$ cat src/rtl/audio_frame_fifo.sv
// Single-clock frame FIFO between the I2S receiver and the SPDIF transmitter.
// Each entry is one CHANNELS-wide frame (channel 0 in the low WORDSIZE bits).
// Status outputs are registered from the next-state level. data_out is
// either a first-word-fall-through view of the head or a 1-cycle registered read.
module audio_frame_fifo #(
  parameter int WORDSIZE   = 32,
  parameter int CHANNELS   = 2,
  parameter int DEPTH      = 8,
  parameter int FWFT       = 1,
  parameter int AFULL_LVL  = DEPTH - 2,
  parameter int AEMPTY_LVL = 2
) (
  input  logic                            clk,
  input  logic                            rst,
  input  logic                            flush,
  input  logic                            write_en,
  input  logic [CHANNELS*WORDSIZE-1:0]    data_in,
  input  logic                            read_en,
  output logic [CHANNELS*WORDSIZE-1:0]    data_out,
  output logic                            full,
  output logic                            empty,
  output logic                            almost_full,
  output logic                            almost_empty,
  output logic [$clog2(DEPTH):0]          level,
  output logic                            overflow,
  output logic                            underflow,
  input  logic                            clear_flags
);

  localparam int FW = CHANNELS * WORDSIZE;
  localparam int AW = $clog2(DEPTH);
  localparam int LW = AW + 1;
  localparam logic [LW-1:0] LVL_FULL = LW'(DEPTH);
  localparam logic [LW-1:0] LVL_AF   = LW'(AFULL_LVL);
  localparam logic [LW-1:0] LVL_AE   = LW'(AEMPTY_LVL);

  logic [FW-1:0] mem [DEPTH];
  logic [AW-1:0] wr_ptr, rd_ptr, wr_ptr_nxt, rd_ptr_nxt;
  logic [LW-1:0] level_nxt;
  logic [FW-1:0] dout_nxt;
  logic          wr_ok, rd_ok, wr_acc, ovf_set, udf_set;

  // Accept decisions, next pointers/level and the next data_out value.
  always_comb begin
    wr_ok      = write_en & (~full | read_en);
    rd_ok      = read_en & ~empty;
    wr_acc     = wr_ok & ~flush;
    ovf_set    = write_en & ~wr_ok & ~flush;
    udf_set    = read_en & ~rd_ok & ~flush;
    wr_ptr_nxt = wr_ptr;
    rd_ptr_nxt = rd_ptr;
    level_nxt  = level;
    dout_nxt   = data_out;
    if (flush) begin
      wr_ptr_nxt = '0;
      rd_ptr_nxt = '0;
      level_nxt  = '0;
      dout_nxt   = '0;
    end else begin
      if (wr_ok) wr_ptr_nxt = wr_ptr + 1'b1;
      if (rd_ok) rd_ptr_nxt = rd_ptr + 1'b1;
      level_nxt = level + LW'(wr_ok) - LW'(rd_ok);
      if (FWFT != 0) begin
        // A frame written this edge that becomes the sole entry is not in
        // mem yet, so it is forwarded straight from data_in.
        if (level_nxt != '0) begin
          if (wr_ok && (level_nxt == LW'(1))) dout_nxt = data_in;
          else                                dout_nxt = mem[rd_ptr_nxt];
        end
      end else begin
        if (rd_ok) dout_nxt = mem[rd_ptr];
      end
    end
  end

  // Frame storage; contents need no reset since level gates every read.
  always_ff @(posedge clk) begin
    if (wr_acc) mem[wr_ptr] <= data_in;
  end

  // Pointers, level, registered status, output frame and sticky error flags.
  always_ff @(posedge clk or negedge rst) begin
    if (!rst) begin
      wr_ptr       <= '0;
      rd_ptr       <= '0;
      level        <= '0;
      data_out     <= '0;
      full         <= 1'b0;
      empty        <= 1'b1;
      almost_full  <= 1'b0;
      almost_empty <= 1'b1;
      overflow     <= 1'b0;
      underflow    <= 1'b0;
    end else begin
      wr_ptr       <= wr_ptr_nxt;
      rd_ptr       <= rd_ptr_nxt;
      level        <= level_nxt;
      data_out     <= dout_nxt;
      full         <= (level_nxt == LVL_FULL);
      empty        <= (level_nxt == '0);
      almost_full  <= (level_nxt >= LVL_AF);
      almost_empty <= (level_nxt <= LVL_AE);
      overflow     <= ovf_set | (overflow & ~clear_flags);
      underflow    <= udf_set | (underflow & ~clear_flags);
    end
  end

endmodule

$ cat config.mk
export PLATFORM = sky130hd
export DESIGN_NAME = audio_frame_fifo
export DESIGN_NICKNAME = d
export VERILOG_FILES = /design/src/rtl/audio_frame_fifo.sv
export SDC_FILE = /design/constraint.sdc
export NUM_CORES = 1
export LEC_CHECK = 0
export BUFFER_PORTS_ARGS = -buffer_cell sky130_fd_sc_hd__buf_2
export CAP_MARGIN = 30
export CORE_AREA = 4 4 247 176
export CTS_BUF_LIST = sky130_fd_sc_hd__clkbuf_2 sky130_fd_sc_hd__clkbuf_4 sky130_fd_sc_hd__clkbuf_8
export DETAILED_ROUTE_END_ITERATION = 10
export DIE_AREA = 0 0 251 180
export GPL_TIMING_DRIVEN = 0
export PLACE_DENSITY = 0.87
export SLEW_MARGIN = 40
export SYNTH_ARGS = -nofsm -noshare
export SYNTH_HDL_FRONTEND = slang
export SYNTH_SLANG_ARGS = --single-unit
$ cat constraint.sdc
create_clock -name clk -period 6.26 [get_ports clk]
set_input_delay 0.626 -clock clk [delete_from_list [all_inputs] [get_ports clk]]
set_output_delay 0.626 -clock clk [all_outputs]
set_load 0.03 [all_outputs]
==> impl_metrics.ini, run 1 <==
[power]
power_density_nw_per_um2 = 441
cellLeakagePower_uw = 0.00985
power_uw = 12000
max-vdd-ir-drop_v = 0.000226

[floorplan]
die_w_um = 251
fp.dieH_um = 180
start_util_pct = 56.8
dieArea_um2 = 45200
coreArea_um2 = 40900
rows = 62
io_pins = 144

[global_routing]
grt_pass1_vias = 15688
grt-ovfl-total = 0
antenna_found_initial = 7
grt_use_total_pct = 26.9
grt_pass1_wl_mm = 92.8
grt_start_max_net_pins = 51

[clocking]
cts_sinks = 592
cts.htree.levels = 3
cts_tree = done
root_buffer = clkbuf_8
cts_inserted_buffers = 86
clock_path_buffers = 3
cts.clk_slew.worst_paths_ns = 0.06
clkLatencyLatePin_ns = 0.67

[timing]
period_share_pct = 66.7
fin_skew_ns = 0.0319
tightestPinTransition_ns = 0.889
hold_violations = 0
finalSetupViolCount = 0
max_slew_margin_pct = 40.7
rsz0062_at_grt = false
period_minus_slack_ns = 4.17
fmax_mhz = 240
slew_viol_final = 0

[finish]
ff_latch_area_um2 = 17400
fin_cells = 2440
drive_above_1_share_pct = 21.9
fill_cells = 2624
syn_to_final_growth_pct = 17.3
multi_input_area_um2 = 5180
fin_util_pct = 66.6
nets = 1898

[placement]
portBuffers = 143
dp.cells = 2276
hpwlAfterDp_mm = 39.5
gp_congestion = 0.801

[critical_path]
end_kind = register
crit_type = reg2reg
crit_path_end = data_out[44]
crit_path_max_fanout = 10
rr_worst_depth = 11
reg2reg_slack_ns = 2.09
worst_setup_path_start_kind = register
worstReg2RegStart = empty
startpoint = empty
cp.arrival_ns = 4.75
timing.rr.end = data_out[44]
critPathRequiredTime_ns = 6.83

[synthesis]
yosysUniqueCellTypes = 42
synth-seq-cells = 592
synth_nets = 1618
yosys_warnings = 0
netlist_instances = 1541
syn_area_per_cell_um2 = 15.1
synthesis.area_um2 = 23200
ys_seq_area_share_pct = 74.8

[outcome]
status = finished clean

[routing]
vias = 15233
wl_mm = 61.3
dr.pass1.iters = 5
drc = 0
antenna_left = 0
via_per_inst = 6.24
drt_iter0_drc = 2059
wl_per_cell_um = 25.1

[run]
maxCapViolations = 0

[worst_hold_path]
hold_class = in2reg
whs_path_depth = 2
==> cell usage in the layout, fill, tap and decap left out, types with 4 or more instances in the layout <==
master	instances
mux2i_1	128
dfrtp_1	78
clkinv_1	17
buf_1	4
buf_16	20
xor2_1	5
buf_8	7
nand2b_1	6
clkbuf_1	31
o21ai_0	64
buf_4	17
nor2_1	8
diode_2	5
ha_1	6
a32o_1	64
inv_1	73
clkinvlp_4	5
edfxtp_1	512
buf_2	208
clkbuf_4	38
clkinv_2	4
a32oi_1	128
nor2_4	6
nand2_1	328
clkbuf_8	94
==> worst max-delay path, stage by stage (launching register included) <==
cell and delay (ns):
dfstp_2 0.54, nand2b_1 0.16, buf_6 0.18, inv_6 0.07
ha_1 0.27, inv_1 0.04, ha_1 0.62, clkbuf_1 0.60
a21oi_1 0.23, a21oi_4 0.56, clkbuf_1 0.54, a32o_1 0.27
==> report_power, final <==
group          switching, uW  internal (uW)
clock                   1450           1640
combinational           2820           1330
sequential               167           4600
total                   4440           7570
==> area by class of cell <==
cell class                      count  share of cell area (%)
Tap cell                          544                    2.50
Clock buffer                      131                    5.77
Multi-Input combinational cell    777                    19.0
Inverter                           74                    1.04
Timing Repair Buffer              192                    5.57
Buffer                             98                    1.71
Antenna cell                        5                  0.0459
Sequential cell                   592                    63.8
Clock inverter                     27                   0.556
==> synth_stat cells, drive strengths merged <==
master    n  area share (%)
nor3b     1           0.032
fa        1           0.086
buf      66             1.5
xor2      5            0.19
ha        6            0.32
and3      1           0.027
a32oi   128             4.8
nand2   329             5.3
inv      74             1.2
o32ai     2            0.11
nor4      1           0.027
nor2b     1           0.027
mux2i   128             5.5
a31o      2           0.075
clkbuf   32            0.53
a21oi     5            0.14
xnor2     5            0.30
o31ai     1           0.092
o21ai    65             1.4
nor3      3           0.065
or3       2           0.075
edfxtp  512              66
nand3     3           0.065
dfrtp    78             8.4
o22ai     2           0.054
a32o     64             2.8
nand2b    6            0.16
nor2     14            0.23
dfstp     2            0.23
a21o      2           0.065
==> flip-flops by register name, indices dropped and copies added (netlist names) <==
name          count
mem             512
data_out         64
level             4
rd_ptr            3
wr_ptr            3
almost_empty      1
almost_full       1
empty             1
full              1
overflow          1
underflow         1
==> cells by family (layout without fill, tap and decap cells) <==
kind of cell	count (synthesis)	after routing	synth area share (%)
buf+inv	172	522	3.22
xor+xnor	10	10	0.490
flops	592	592	74.8
fa+ha+maj	7	7	0.409
mux	128	128	5.51
other cells	0	5	0
compound gates	271	271	9.53
simple gates	361	361	6.05
==> stage by stage <==
stage	setup WS, ns	hold slack, ns	instance area [um2]	TNS, ns
2_1_floorplan	0.0379	0.330	23200	0
3_3_place_gp	-3.80	0.497	24600	-674.31
3_5_place_dp	2.01	0.520	25500	0
4_1_cts	2.15	0.135	27200	0
5_1_grt	1.99	0.145	27200	0
6_report	2.09	0.171	27200	0
==> routing by layer <==
metal,vias to the layer above,global-route usage [%],share of wire (%)
li1,6452,-,-
met1,7527,35.5,36
met2,1079,43.7,49
met3,169,7.17,12
met4,6,9.51,3.2
met5,-,0,0.067
==> how the worst min path moves through the flow <==
stage,startpoint,end,slack (ns)
detailed placement,rst,data_out[47],0.52
finish,clear_flags,overflow,0.17
CTS,clear_flags,overflow,0.14
global placement,overflow,overflow,0.50
floorplan,rst,almost_full,0.33
global route,clear_flags,overflow,0.15
==> timing repair <==
action | in CTS | in global routing
hold buffers | 1 | 0
resized for setup | 0 | 0
endpoints found under the hold margin | 30 | 0
setup buffers | 0 | 0
Note: power is estimated with default switching activity, not from simulation.
==> inputs of run 2 (changes only) <==
Settings changed: CORE_AREA 4 4 247 176 to 4 4 235 168, DIE_AREA 0 0 251 180 to 0 0 239 172, PLACE_DENSITY 0.87 to 0.91.
Clock period 6.26 ns to 4.35 ns, I/O delays scaled along.
==> run 2 against run 1 <==
Effect of this change:
- clock power is 46% higher
- routed wire length is 2.6% higher
- maximum frequency is 0.30% higher
- final area barely moved
- via count rose by 2.3%
- sequential power grew 44%
- first-iteration DRC count up 3.5%
- clock-buffer cell count fell by 3
- worst setup slack got worse by 1.9 ns
- utilization rose by 7.0 points
==> impl_metrics.ini, run 2 (same netlist as run 1, synthesis figures left out) <==
[clocking]
post_cts_buffers = 0
cts_inserted_buffers = 85
cts_tree = done
cts.htree.levels = 3
clock_path_buffers = 3
root_buffer = clkbuf_8
cts.clk_slew.worst_paths_ns = 0.07
clkLatencyLatePin_ns = 0.66
cts_sinks = 592

[critical_path]
cp.arrival_ns = 4.73
end_kind = register
reg2reg_slack_ns = 0.19
critPathRequiredTime_ns = 4.92
crit_path_max_fanout = 10
worst_setup_path_start_kind = register
crit_type = reg2reg

[routing]
dr.pass1.iters = 6
wl_mm = 62.9
antenna_left = 0
wl_per_cell_um = 26.5
via_per_inst = 6.57
drt_iter0_drc = 2131
drc = 0
vias = 15587

[timing]
fmax_mhz = 240
period_minus_slack_ns = 4.16
fin_skew_ns = 0.0411
finalSetupViolCount = 0
hold_ws_ns = 0.0595
slew_viol_final = 0
tightestPinTransition_ns = 0.841
period_share_pct = 95.7
rsz0062_at_grt = false
hold_violations = 0
max_slew_margin_pct = 43.9

[floorplan]
coreArea_um2 = 37000
io_pins = 144
dieArea_um2 = 41100
fp.dieH_um = 172
start_util_pct = 62.8
rows = 59
die_w_um = 239

[outcome]
status = finished clean

[run]
maxCapViolations = 0

[placement]
hpwlAfterDp_mm = 39.5
placed_cell_area_um2 = 25500
gp_congestion = 0.827
dp.cells = 2212
portBuffers = 143

[power]
power_uw = 17400
max-vdd-ir-drop_v = 0.000366
power_density_nw_per_um2 = 640
cellLeakagePower_uw = 0.00984

[global_routing]
grt-ovfl-total = 0
antenna_found_initial = 9
grt_pass1_vias = 16015
grt_use_total_pct = 30.3
grt_pass1_wl_mm = 93.4
grt_start_max_net_pins = 49

[finish]
drive_above_1_share_pct = 21.7
largestRegisters = mem: 512 flops, data_out: 64 flops, level: 4 flops
fin_util_pct = 73.7
final_common_cell = edfxtp_1
nets = 1890
fin_cells = 2374
top_register = mem
largest_reg_flops = 512
mostFrequentLayoutCells = 512 x edfxtp_1, 328 x nand2_1, 199 x buf_2, 128 x mux2i_1, 128 x a32oi_1
design_area_um2 = 27200
syn_to_final_growth_pct = 17.2

[worst_hold_path]
hold_class = in2reg
## run 2: changes by cell type in the layout (fill, tap and decap cells not counted), sizes merged, moves of 2 or more
cell    before  now
buf        257  249
clkbuf     163  160
diode        5    2
inv         74   76
## run 2: repair_timing
action	4_1_cts	5_1_grt
hold endpoints to repair	35	0
hold buffers	2	0
gates resized for setup	0	0
## run 2: metrics by stage
step                setup TNS [ns]  worst slack (ns)
floorplan                    -3.72           -0.0290
finish                           0             0.188
detailed placement               0             0.126
global route                     0             0.142
CTS                              0             0.162
global placement          -1008.12             -2.56
## run 2: area by class of cell
class / instances / area, um2
clock buffers: 128 / 1540
flip-flops and latches: 592 / 17400
multi-input cells: 777 / 5200
plain buffers: 98 / 465
fillers: 2046 / 9740
inverters: 74 / 283
well taps: 488 / 611
clock inverters: 30 / 199
diodes: 2 / 5.00
repair buffers: 185 / 1560
## run 2: path summary, 6_finish.rpt
| check | from | end | cells past startpoint |
|---|---|---|---|
| max in group asynchronous | rst | almost_empty | 3 |
| worst min register to register | overflow | overflow | 2 |
| min in group asynchronous | rst | data_out[45] | 2 |
| worst max register to register | empty | data_out[42] | 11 |
| worst min-delay path | data_in[1] | mem[1][1] | 1 |
| worst max-delay path | empty | data_out[42] | 11 |
## run 2: where the power goes
part           total (uW)  switching, uW  leakage, uW  internal, uW
logic                6050           4130      0.00326          1920
registers            6880            255      0.00566          6620
clock network        4510           2120     0.000919          2400
## run 2: routing by layer
metal / track usage (%) / routed length, um / share of wire, %
met3: 7.27 / 7280 / 12
met4: 13.8 / 2660 / 4.2
met5: 0 / 92 / 0.15
met1: 39.4 / 22700 / 36
met2: 49.4 / 30100 / 48
## run 2: worst max-delay path: stages (launching register included)
cell      delay [ns]
dfstp_2         0.54
nand2b_1        0.14
buf_6           0.16
inv_6           0.07
ha_1            0.29
inv_1           0.05
ha_1            0.64
clkbuf_1        0.60
a21oi_1         0.22
a21oi_4         0.57
clkbuf_1        0.50
a32o_1          0.28
==> inputs of run 3 (changes only) <==
Settings changed: CTS_BUF_LIST sky130_fd_sc_hd__clkbuf_2 sky130_fd_sc_hd__clkbuf_4 sky130_fd_sc_hd__clkbuf_8 to sky130_fd_sc_hd__clkbuf_4.
Clock period 4.35 ns to 3.9 ns, I/O delays scaled along.
==> run 3 against run 2 <==
Effect of this change:
- critical path type unchanged
- largest cell class unchanged
- final area up 2.6%
- register-to-register slack worse by 0.11 ns
- non-clock buffer count grew 65
- sequential share of layout area fell by 1.6 points
- hold slack got worse by 0.010 ns
- worst setup slack got worse by 0.11 ns
- utilization grew 1.9 points
- power rose by 13%
- highest routed layer unchanged
- first-iteration DRC count hardly changed
- routed wire length grew 0.38%
- sequential cell count unchanged
==> impl_metrics.ini, run 3 (same netlist as run 1, synthesis figures left out) <==
[clocking]
cts.htree.levels = 4
cts_sinks = 592
cts_inserted_buffers = 139
clkLatencyLatePin_ns = 0.86
post_cts_buffers = 0
cts_tree = done
root_buffer = clkbuf_4
clock_path_buffers = 3
cts.clk_slew.worst_paths_ns = 0.07

[timing]
tightestPinTransition_ns = 0.802
period_share_pct = 98.0
fin_tns_setup_ns = 0
slew_viol_final = 0
period_minus_slack_ns = 3.82
rsz0062_at_grt = false
hold_violations = 0
fmax_mhz = 262
fin_skew_ns = 0.0570
finalSetupViolCount = 0
max_slew_margin_pct = 46.5

[power]
max-vdd-ir-drop_v = 0.000384
cellLeakagePower_uw = 0.0103
power_density_nw_per_um2 = 704

[global_routing]
grt_start_max_net_pins = 42
grt-ovfl-total = 0
grt_use_total_pct = 30.3
grt_pass1_wl_mm = 93.6
grt_pass1_vias = 16485
antenna_found_initial = 3

[placement]
hpwlAfterDp_mm = 39.0
gp_congestion = 0.817
portBuffers = 143
dp.cells = 2211

[finish]
mostFrequentLayoutCells = 512 x edfxtp_1, 328 x nand2_1, 219 x clkbuf_4, 198 x buf_2
top_register = mem
fin_util_pct = 75.6
final_common_cell = edfxtp_1
syn_to_final_growth_pct = 20.2
drive_above_1_share_pct = 24.4
largest_reg_flops = 512
fill_cells = 2050
fin_cells = 2533
largestRegisters = mem: 512 flops, data_out: 64 flops, level: 4 flops
multi_input_area_um2 = 5200
ff_latch_area_um2 = 17400
nets = 2009

[critical_path]
cp.arrival_ns = 4.53
critPathRequiredTime_ns = 4.61
rr_worst_depth = 13
worst_setup_path_start_kind = register
crit_path_max_fanout = 10
end_kind = register
crit_type = reg2reg

[routing]
vias = 16000
antenna_left = 0
drt_iter0_drc = 2132
via_per_inst = 6.32
wl_mm = 63.1
drc = 0
wl_per_cell_um = 24.9
dr.pass1.iters = 6

[outcome]
status = finished clean

[floorplan]
start_util_pct = 62.8
dieArea_um2 = 41100
coreArea_um2 = 37000
fp.dieH_um = 172
io_pins = 144
die_w_um = 239
rows = 59

[worst_hold_path]
hold_class = in2async

[run]
maxCapViolations = 0
==> run 3: critical path, stage by stage, from the launching register on <==
cell and delay [ns]:
dfstp_2 0.55, nand2b_1 0.15, buf_6 0.17, inv_6 0.07, ha_1 0.27, inv_1 0.04
ha_1 0.20, fa_1 0.43, xnor2_1 0.38, nand2b_1 0.22, a21oi_1 0.36, a21oi_4 0.22
clkbuf_2 0.32, a32o_1 0.29
==> run 3: path summary, 6_finish.rpt <==
check	start	to	slack (ns)
worst max-delay path	empty	data_out[46]	0.08
worst min-delay path	rst	data_out[48]	0.05
worst max register to register	empty	data_out[46]	0.08
worst min register to register	underflow	underflow	0.59
max in group asynchronous	rst	almost_empty	3.18
min in group clk	flush	level[0]	0.15
==> run 3: power breakdown <==
| group | internal [uW] | switching, uW | leakage (uW) |
|---|---|---|---|
| logic | 2210 | 4640 | 0.00355 |
| clock network | 2730 | 2420 | 0.00110 |
| registers | 7380 | 282 | 0.00566 |
==> run 3: area by class of cell <==
| class | instances | area share, % |
|---|---|---|
| Antenna cell | 2 | 0.0179 |
| Tap cell | 488 | 2.19 |
| Timing Repair Buffer | 251 | 7.71 |
| Clock buffer | 217 | 5.83 |
| Sequential cell | 592 | 62.2 |
| Buffer | 97 | 1.70 |
| Multi-Input combinational cell | 777 | 18.6 |
| Clock inverter | 35 | 0.752 |
| Inverter | 74 | 1.01 |
==> run 3: metrics by stage <==
| step | setup WS [ns] | total power [uW] | cell area, um2 | hold WS, ns |
|---|---|---|---|---|
| floorplan | -0.479 | 12000 | 23300 | 0.0944 |
| global placement | -2.95 | 13900 | 24600 | 0.495 |
| detailed placement | -0.229 | 14300 | 25400 | 0.332 |
| CTS | 0.0973 | 19500 | 27900 | 0.0108 |
| global route | 0.0151 | 20400 | 27900 | 0.0255 |
| finish | 0.0762 | 19700 | 27900 | 0.0492 |
==> run 3: metal layers <==
layer  track usage (%)  vias up  wire, um
met4              11.6        2      2210
li1                  -     6753         -
met5                 0        -        11
met3              9.23      237      7860
met2              49.4     1283     30500
met1              39.0     7725     22600
==> run 3: timing repair <==
action / CTS / global route
resized for setup: 2 / 16
endpoints found under the setup margin: 28 / 61
hold endpoints to repair: 637 / 0
hold buffers: 69 / 0
cloned: 0 / 0
